[config.mk]
export PLATFORM = sky130hd
export DESIGN_NAME = mc_ctrl_fsm
export DESIGN_NICKNAME = d
export VERILOG_FILES = /design/src/rtl/ctrl_pkg.sv /design/src/rtl/ctrl_opdecode.sv /design/src/rtl/mc_ctrl_fsm.sv
export SDC_FILE = /design/constraint.sdc
export NUM_CORES = 1
export LEC_CHECK = 0
export ABC_AREA = 1
export CAP_MARGIN = 10
export CORE_ASPECT_RATIO = 1.4
export CORE_MARGIN = 10
export CORE_UTILIZATION = 36
export DETAILED_ROUTE_END_ITERATION = 10
export PLACE_DENSITY = 0.76
export SYNTH_ARGS = -nofsm -noshare
export SYNTH_HDL_FRONTEND = slang
export SYNTH_SLANG_ARGS = --single-unit
export TNS_END_PERCENT = 50
[constraint.sdc]
create_clock -name clk -period 1.2 [get_ports clk]
set_input_delay 0.12 -clock clk [delete_from_list [all_inputs] [get_ports clk]]
set_output_delay 0.12 -clock clk [all_outputs]
set_load 0.03 [all_outputs]
[src/rtl/ctrl_pkg.sv]
// ctrl_pkg: shared definitions for the multicycle MIPS control FSM.
//   state_t    controller states; EXC is split into EXC (EPC save),
//              EXC_RD (vector fetch) and EXC_PC (PC load from MDR)
//   op_t       instruction classes produced by ctrl_opdecode
//   OPC_*/FN_* opcode and R-type funct constants
//   ALU_*, SRCA_*, SRCB_*, IORD_*, EXC_*, DST_*, M2R_*, PCS_*  datapath encodings
//   VEC_*_DEF  default exception vector byte addresses
package ctrl_pkg;
   typedef enum logic [3:0] {
      S_RESET, S_FETCH, S_IR_WR, S_DECODE, S_EXEC, S_WB, S_ADDR, S_MEM_RD,
      S_LWB, S_MEM_WR, S_BRANCH, S_JUMP, S_EXC, S_EXC_RD, S_EXC_PC
   } state_t;
   typedef enum logic [3:0] {
      OP_ADD, OP_SUB, OP_AND, OP_ADDI, OP_ADDIU, OP_LW, OP_SW, OP_BEQ, OP_BNE, OP_J
   } op_t;
   localparam logic [5:0] OPC_R = 6'b000000, OPC_ADDI = 6'b001000, OPC_ADDIU = 6'b001001;
   localparam logic [5:0] OPC_LW = 6'b100011, OPC_SW = 6'b101011;
   localparam logic [5:0] OPC_BEQ = 6'b000100, OPC_BNE = 6'b000101, OPC_J = 6'b000010;
   localparam logic [5:0] FN_ADD = 6'b100000, FN_SUB = 6'b100010, FN_AND = 6'b100100;
   localparam logic [2:0] ALU_NOP = 3'b000, ALU_ADD = 3'b001, ALU_SUB = 3'b010, ALU_AND = 3'b011;
   localparam logic [1:0] SRCA_PC = 2'b00, SRCA_A = 2'b01;
   localparam logic [1:0] SRCB_B = 2'b00, SRCB_4 = 2'b01, SRCB_IMM = 2'b10, SRCB_BR = 2'b11;
   localparam logic [1:0] IORD_PC = 2'b00, IORD_ALU = 2'b01, IORD_VEC = 2'b10;
   localparam logic [1:0] EXC_INV = 2'b00, EXC_OVF = 2'b01;
   localparam logic [1:0] DST_RT = 2'b00, DST_RD = 2'b01;
   localparam logic [2:0] M2R_ALU = 3'b000, M2R_MDR = 3'b001;
   localparam logic [2:0] PCS_ALUOUT = 3'b010, PCS_JUMP = 3'b011, PCS_MDR = 3'b100;
   localparam logic [7:0] VEC_INV_DEF = 8'd253, VEC_OVF_DEF = 8'd254;
   function automatic logic is_r(input op_t op);
      return op inside {OP_ADD, OP_SUB, OP_AND};
   endfunction
   // ADDIU and AND never trap; only the signed arithmetic ops do
   function automatic logic ovf_trap(input op_t op);
      return op inside {OP_ADD, OP_SUB, OP_ADDI};
   endfunction
   function automatic logic [2:0] alu_of(input op_t op);
      return op == OP_SUB ? ALU_SUB : op == OP_AND ? ALU_AND : ALU_ADD;
   endfunction
endpackage

[src/rtl/ctrl_opdecode.sv]
// ctrl_opdecode: combinational opcode/funct classifier.
//   opcode  in  6  IR[31:26]
//   funct   in  6  IR[5:0]
//   op      out    instruction class
//   legal   out 1  low for any opcode/funct the controller does not implement
module ctrl_opdecode
   import ctrl_pkg::*;
(
   input  logic [5:0] opcode,
   input  logic [5:0] funct,
   output op_t        op,
   output logic       legal
);
   always_comb begin
      op = OP_ADD;
      legal = 1'b1;
      case (opcode)
         OPC_R:
            case (funct)
               FN_ADD:  op = OP_ADD;
               FN_SUB:  op = OP_SUB;
               FN_AND:  op = OP_AND;
               default: legal = 1'b0;
            endcase
         OPC_ADDI:  op = OP_ADDI;
         OPC_ADDIU: op = OP_ADDIU;
         OPC_LW:    op = OP_LW;
         OPC_SW:    op = OP_SW;
         OPC_BEQ:   op = OP_BEQ;
         OPC_BNE:   op = OP_BNE;
         OPC_J:     op = OP_J;
         default:   legal = 1'b0;
      endcase
   end
endmodule

[src/rtl/mc_ctrl_fsm.sv]
// mc_ctrl_fsm: multicycle MIPS control FSM with memory wait states and precise exceptions.
//   clk, reset             clock (rising edge), asynchronous active-high reset
//   OPCODE, OFFSET         IR[31:26], IR[15:0] (FUNCT = OFFSET[5:0])
//   Overflow, ZR           ALU signed overflow and zero flags
//   PCwrite..ALUOutWrite   datapath write enables
//   ALUOp, ALUSrcA/B, IorD, Exception, RegDst, MemToReg, PCSource  datapath selects
//   rst_out                datapath register clear, high only in RESET
module mc_ctrl_fsm
   import ctrl_pkg::*;
#(
   parameter int unsigned MEM_WAIT = 2,
   parameter logic [7:0]  VEC_INV  = VEC_INV_DEF,
   parameter logic [7:0]  VEC_OVF  = VEC_OVF_DEF
) (
   input  logic        clk,
   input  logic        reset,
   input  logic [5:0]  OPCODE,
   input  logic [15:0] OFFSET,
   input  logic        Overflow,
   input  logic        ZR,
   output logic        PCwrite,
   output logic        MemWrite,
   output logic        IRWrite,
   output logic        BRWrite,
   output logic        ABWrite,
   output logic        EPCWrite,
   output logic        MDRWrite,
   output logic        ALUOutWrite,
   output logic [2:0]  ALUOp,
   output logic [1:0]  ALUSrcA,
   output logic [1:0]  ALUSrcB,
   output logic [1:0]  IorD,
   output logic [1:0]  Exception,
   output logic [1:0]  RegDst,
   output logic [2:0]  MemToReg,
   output logic [2:0]  PCSource,
   output logic        rst_out
);
   localparam int CW = (MEM_WAIT == 0) ? 1 : $clog2(MEM_WAIT + 1);
   localparam logic [CW-1:0] LAST = CW'(MEM_WAIT);
   state_t        state;
   logic [CW-1:0] cnt;
   op_t           op, op_q;
   logic          legal, last;
   logic [1:0]    exc_sel;
   // the vector addresses live in the datapath's vector mux; only the select leaves this block
   logic          unused_bits;
   assign unused_bits = ^{OFFSET[15:6], VEC_INV, VEC_OVF};
   assign last = (cnt == LAST);
   ctrl_opdecode u_dec (.opcode(OPCODE), .funct(OFFSET[5:0]), .op(op), .legal(legal));
   // cnt defaults to zero each cycle so it clears on every state change and only
   // advances while a wait state is still short of its last cycle
   always_ff @(posedge clk or posedge reset) begin
      if (reset) begin
         state   <= S_RESET;
         cnt     <= '0;
         op_q    <= OP_ADD;
         exc_sel <= EXC_INV;
      end else begin
         cnt <= '0;
         case (state)
            S_RESET:  state <= S_FETCH;
            S_FETCH:  if (last) state <= S_IR_WR; else cnt <= cnt + 1'b1;
            S_IR_WR:  state <= S_DECODE;
            S_DECODE: begin
               op_q    <= op;
               exc_sel <= EXC_INV;
               state   <= !legal ? S_EXC :
                          op inside {OP_LW, OP_SW}   ? S_ADDR :
                          op inside {OP_BEQ, OP_BNE} ? S_BRANCH :
                          op == OP_J                 ? S_JUMP : S_EXEC;
            end
            S_EXEC: begin
               if (Overflow && ovf_trap(op_q)) begin
                  state   <= S_EXC;
                  exc_sel <= EXC_OVF;
               end else state <= S_WB;
            end
            S_ADDR:   state <= (op_q == OP_LW) ? S_MEM_RD : S_MEM_WR;
            S_MEM_RD: if (last) state <= S_LWB; else cnt <= cnt + 1'b1;
            S_EXC:    state <= S_EXC_RD;
            S_EXC_RD: if (last) state <= S_EXC_PC; else cnt <= cnt + 1'b1;
            default:  state <= S_FETCH;
         endcase
      end
   end
   always_comb begin
      PCwrite = 1'b0;
      MemWrite = 1'b0;
      IRWrite = 1'b0;
      BRWrite = 1'b0;
      ABWrite = 1'b0;
      EPCWrite = 1'b0;
      MDRWrite = 1'b0;
      ALUOutWrite = 1'b0;
      ALUOp = ALU_NOP;
      ALUSrcA = SRCA_PC;
      ALUSrcB = SRCB_B;
      IorD = IORD_PC;
      Exception = EXC_INV;
      RegDst = DST_RT;
      MemToReg = M2R_ALU;
      PCSource = 3'b000;
      rst_out = 1'b0;
      case (state)
         S_RESET:  rst_out = 1'b1;
         S_FETCH: begin
            ALUSrcB = SRCB_4;
            ALUOp = ALU_ADD;
            ALUOutWrite = 1'b1;
         end
         S_IR_WR: begin
            PCwrite = 1'b1;
            PCSource = PCS_ALUOUT;
            IRWrite = 1'b1;
         end
         S_DECODE: begin
            ABWrite = 1'b1;
            ALUOutWrite = 1'b1;
            ALUSrcB = SRCB_BR;
            ALUOp = ALU_ADD;
         end
         S_EXEC: begin
            ALUSrcA = SRCA_A;
            ALUSrcB = is_r(op_q) ? SRCB_B : SRCB_IMM;
            ALUOp = alu_of(op_q);
            ALUOutWrite = 1'b1;
         end
         S_WB: begin
            BRWrite = 1'b1;
            RegDst = is_r(op_q) ? DST_RD : DST_RT;
         end
         S_ADDR: begin
            ALUSrcA = SRCA_A;
            ALUSrcB = SRCB_IMM;
            ALUOp = ALU_ADD;
            ALUOutWrite = 1'b1;
         end
         S_MEM_RD: begin
            IorD = IORD_ALU;
            MDRWrite = last;
         end
         S_LWB: begin
            BRWrite = 1'b1;
            MemToReg = M2R_MDR;
         end
         S_MEM_WR: begin
            IorD = IORD_ALU;
            MemWrite = 1'b1;
         end
         S_BRANCH: begin
            ALUSrcA = SRCA_A;
            ALUOp = ALU_SUB;
            PCwrite = (op_q == OP_BEQ) ? ZR : !ZR;
            PCSource = PCS_ALUOUT;
         end
         S_JUMP: begin
            PCwrite = 1'b1;
            PCSource = PCS_JUMP;
         end
         S_EXC: begin
            EPCWrite = 1'b1;
            ALUSrcB = SRCB_4;
            ALUOp = ALU_SUB;
            Exception = exc_sel;
         end
         S_EXC_RD: begin
            IorD = IORD_VEC;
            MDRWrite = last;
            Exception = exc_sel;
         end
         S_EXC_PC: begin
            PCwrite = 1'b1;
            PCSource = PCS_MDR;
            Exception = exc_sel;
         end
         default: ;
      endcase
   end
endmodule

Word-level counts from Yosys, hierarchy flattened
Index checks and enable logic that the tools add are counted.
Word-level totals
  register bits after elaboration: 12
  input bits: 26
  output and inout bits: 28
  logic and storage cells: 110
Cells by class
  add/subtract/negate cells: 1
  equal/unequal tests: 39
  muxes and demuxes: 40
  reduce and logical (&&, ||, !) cells: 26
Operators with widths (number)
  $pmux 4 s8: 2
  $eq 4x3->1 const B: 9
  $eq 4x4->1 const B: 9
  $mux 4: 9
  $eq 6x6->1 const B: 5
  $reduce_or 3->1: 6
  $eq 4x2->1 const B: 4
  $mux 1: 14
  $mux 2: 7
  $eq 6x3->1 const B: 2
  $eq 6x4->1 const B: 2
  $pmux 2 s2: 3
  $reduce_or 2->1: 6
  $pmux 3 s3: 1
  $eq 4x1->1 const B: 2
  $logic_not 4->1: 2
  $ne 2x2->1 const B: 4
  $pmux 2 s4: 1
  $reduce_or 7->1: 1
  $eq 6x2->1 const B: 1
  $logic_not 6->1: 1
  $pmux 2 s3: 1
  $reduce_bool 2->1: 3
  $reduce_bool 3->1: 2
  other kinds (8): 9

Depth between registers and ports, before layout
  depth after elaboration: 9
  depth in mapped cells: 11
  gate-level depth less buffers: 11

Hierarchy
A second synthesis with hierarchy kept.
Unflattened totals
  cell total of the unflattened synthesis: 216
  area, all modules: 1188.6 µm²
By module, submodules not included
  mc_ctrl_fsm: times used 1, cells each 167, area each 977.2 µm², sequential area each 275.3 µm²
  ctrl_opdecode: times used 1, cells each 49, area each 211.5 µm², sequential area each 0.0 µm²

Worst setup path before layout
OpenSTA, ideal clock, no wires.
  path kind: flip-flop to output port
  start point: register state[3]
  end point: output ALUSrcB[1]
  arrival: 1694 ps
  setup slack: -614 ps
  stages on the path, launching flop included: 8
  path buffers: 0
  cell sequence: dfrtp_1 nor2_1 inv_1 nor2_1 inv_1 nand2_1 nand2_1 a31oi_1
Between the ends
  cells in the longest elaborated chain, start to end: 3
  elaborated cells on any way between the ends: 7
  classes of those cells: 5 x eq/ne; 1 x mux; 1 x reduce/logical
RTL lines
  start: declaration: line mc_ctrl_fsm.sv:41  | state_t state;
  start signal: assignment: line mc_ctrl_fsm.sv:68  | state <= !legal ? S_EXC :
  start signal: assignment: line mc_ctrl_fsm.sv:79  | S_ADDR: state <= (op_q == OP_LW) ? S_MEM_RD : S_MEM_WR;
  $eq 4x4->1 / $eq 4x1->1 (equally long branches): line mc_ctrl_fsm.sv:105  | case (state)
  $reduce_or 2->1 (no source line)
  $pmux 2 s4 *: line mc_ctrl_fsm.sv:105
  end: declaration: line mc_ctrl_fsm.sv:31  | output logic [1:0] ALUSrcB,
Every way passes the cells marked *; elsewhere a longest branch is shown, timed or not.

Worst setup path after layout
  start point: register state[3]
  end point: output ALUOp[1]
Between the ends
  cells in the longest elaborated chain, start to end: 3
  elaborated cells on any way between the ends: 9
  classes of those cells: 6 x eq/ne; 1 x mux; 2 x reduce/logical
RTL lines
  $eq 4x3->1, or another cell as far along: line mc_ctrl_fsm.sv:105
  $reduce_or 3->1 (no source line) / $reduce_or 2->1 (equally long branches)
  $pmux 2 s3 *: line mc_ctrl_fsm.sv:105
  end: declaration: line mc_ctrl_fsm.sv:29  | output logic [2:0] ALUOp,
Marked as above.

==> results by group <==
Status
  • Status: finished, violations left
  • Failing checks: setup timing

Floorplan
  • Rows: 23
  • Core area: 2880 µm²
  • Ports: 54
  • DIE AREA: 5650 µm²
  • Die height: 85.1 µm
  • Die width: 66.5 µm
  • Initial Util: 37.8%

Logic synthesis
  • Main synth FF type: dfrtp_1
  • Post-synth top area cell: dfrtp_1
  • Top cells by area, synth: dfrtp_1, nand2_1, inv_1, nor2_1, nand3_1
  • Synth Warn #: 0
  • Synth cell types: 21
  • Post-synthesis sequential area ratio: 25.3%
  • Number of synthesized flops with an enable pin: 0
  • Post-synthesis cell count: approximately 200
  • Mean Syn Cell Area: 5.58 µm²
  • Yosys top cell area share: 25.3%
  • Async set or reset register ratio after synthesis: 100%
  • Post-synthesis register bit count: 11
  • Most common cell in the netlist: nand2_1
  • List of most frequent post-synthesis cells: nand2_1, inv_1, nor2_1
  • Post-Syn Area: 1090 µm²

Setup path
  • Crit path DAT: 1.62 ns
  • CP Capture Type: output port
  • Worst-path fanout max: 7
  • CP Class: register to output port
  • Worst path required time: 1.08 ns
  • Worst Setup Start Kind: register

Pwr
  • Maximum VDD drop: 1270 µV
  • Reg power frac: between 10% and 20%
  • Power, Total: 0.00497 W
  • Combinational fraction of design power: 78.0%
  • Sw power: 0.00240 W
  • Clk network pwr share: ~7.5%
  • Internal power: 0.00257 W
  • Switching share of power: 48.4%
  • Power Density: 2160 nW/µm²
  • Cell leakage power: 1.21 nW

STA
  • Setup ws final: -0.545 ns
  • Fmax: 573 MHz
  • Hold Vio Cnt, Final: 0
  • Fin. max-slew vios: 0
  • Final hold slack: 0.171 ns
  • RSZ-0062 raised after global routing: yes
  • Clk_skew: between 0.003 and 0.004 ns
  • Final Setup Violations: 33
  • Setup_tns: -11.60 ns
  • Tmin final: 1.74 ns
  • Final period util: 145%

Routing
  • WL final: 4740 µm
  • DR vias: 1643
  • Initial DRC count: 74
  • ANT nets after route: 0
  • Avg Vias per Cell: 4.98
  • WL/cell: between 10 and 15 µm
  • Drt drc: 0
  • Initial DRT Pass Iterations: 4

Placed design
  • Worst slack, placed: -0.398 ns
  • IO Port Bufs: 37
  • GP Congestion: around 0.90
  • DP Wirelength: roughly 3100 µm

Global routing
  • Initial antenna violation count: 0
  • Largest net degree at the start of global routing: 12
  • Vias in the first global route: 1551
  • First-pass GRT wire length: 6470 µm
  • Total GRT Usage: 13.8%
  • Gr ovfl total: 0

Clock tree
  • Clk root buf: clkbuf_8
  • Clock latency on the worst-skew pair: 0.24 ns
  • Clock Sinks: 11
  • CTS tree: yes
  • Worst-case clock buffer depth: 2
  • Total CTS buffers: 3
  • H-tree depth: 1
  • # hold bufs at CTS: 0
  • Clock transition at the registers of the reported paths: ~0.050 ns

Cells and area
  • Layout area overhead: 112%
  • Antenna Cells: 0
  • Reg area: 280 µm²
  • Layout cells sized above 1: about half
  • Multi-input gate area: 895 µm²
  • Final nets: 320
  • Fillers: 195

Job
  • Max-Cap Viols: 0

Min path
  • Min-delay worst type: primary input to async pin
## power by group through the flow
stage	combinational (W)	sequential, W	clock, W
6_report	0.00387	0.000722	0.000372
5_1_grt	0.00413	0.000742	0.000405
4_1_cts	0.00320	0.000679	0.000379
3_5_place_dp	0.00277	0.000661	0
3_3_place_gp	0.00272	0.000658	0
2_1_floorplan	0.00155	0.000638	0
## area by class of cell
class | count | share of cell area, %
Timing Repair Buffer | 95 | 37.7
Clock buffer | 4 | 1.96
Multi-Input combinational cell | 140 | 38.8
Tap cell | 37 | 2.01
Inverter | 43 | 7.33
Sequential cell | 11 | 12.2
## metal layers
layer / vias up / wire, µm / GRT usage [%]
met4: 0 / 189 / 6.31
met3: 19 / 332 / 3.03
met2: 86 / 2570 / 25.9
met1: 741 / 1650 / 13.7
met5: - / 0 / 0
li1: 797 / - / -
## critical path: stages (launching register included)
cell and delay, ns:
dfrtp_2 0.44, buf_12 0.14, nor2_4 0.21, buf_4 0.17, nand2_2 0.07, inv_2 0.08, o21ai_2 0.06, nand3_2 0.08
buf_6 0.13
## state kept, by name, summed over array words and instances (netlist names)
name / flops
exc_sel: 1
op_q: 4
state: 4
cnt: 2
## final timing paths
| kind | slack [ns] | start | cells after the start | end |
|---|---|---|---|---|
| min in group clk | 0.50 | cnt[0] | 2 | cnt[1] |
| worst max-delay path | -0.54 | state[3] | 8 | ALUOp[1] |
| worst max register to register | -0.46 | state[3] | 10 | state[0] |
| worst min-delay path | 0.17 | reset | 2 | exc_sel[0] |
| worst min register to register | 0.50 | cnt[0] | 2 | cnt[1] |
| max in group asynchronous | 0.70 | reset | 2 | state[0] |
## repair_timing
item,CTS,global route
endpoints found under the setup margin,33,33
pin swaps,9,16
gates resized for setup,46,45
buffers inserted,6,13
## cell usage in the layout, fill, tap and decap left out, drive strengths merged
cell           instances
o21ai                 13
clkbuf                 4
conb                   6
nand4                  3
o31ai                  1
o22ai                  2
nor3                   3
a21oi                  3
nand3                 20
nand2                 45
clkdlybuf4s50         15
inv                   43
or2                    1
buf                   80
nor4                   2
o211ai                 1
dfrtp                 11
nor2                  38
a31oi                  2
## through the flow
step                util, %  area (µm²)  std cells
CTS                    71.6        2060        319
floorplan                 -        1200        200
global placement       63.4        1830        309
finish                 80.0        2300        330
global route           80.0        2300        330
detailed placement     63.4        1830        309
## cells by family (layout without fill, tap and decap cells)
kind of cell	count (synthesis)	count (layout)	synth area share (%)
AOI/OAI and AO/OA	22	22	11.4
and+or+nand+nor	112	112	44.0
DFF	11	11	25.3
other	1	6	0.344
buffers and inverters	49	142	19.0
(Power assumes the default switching activity.)
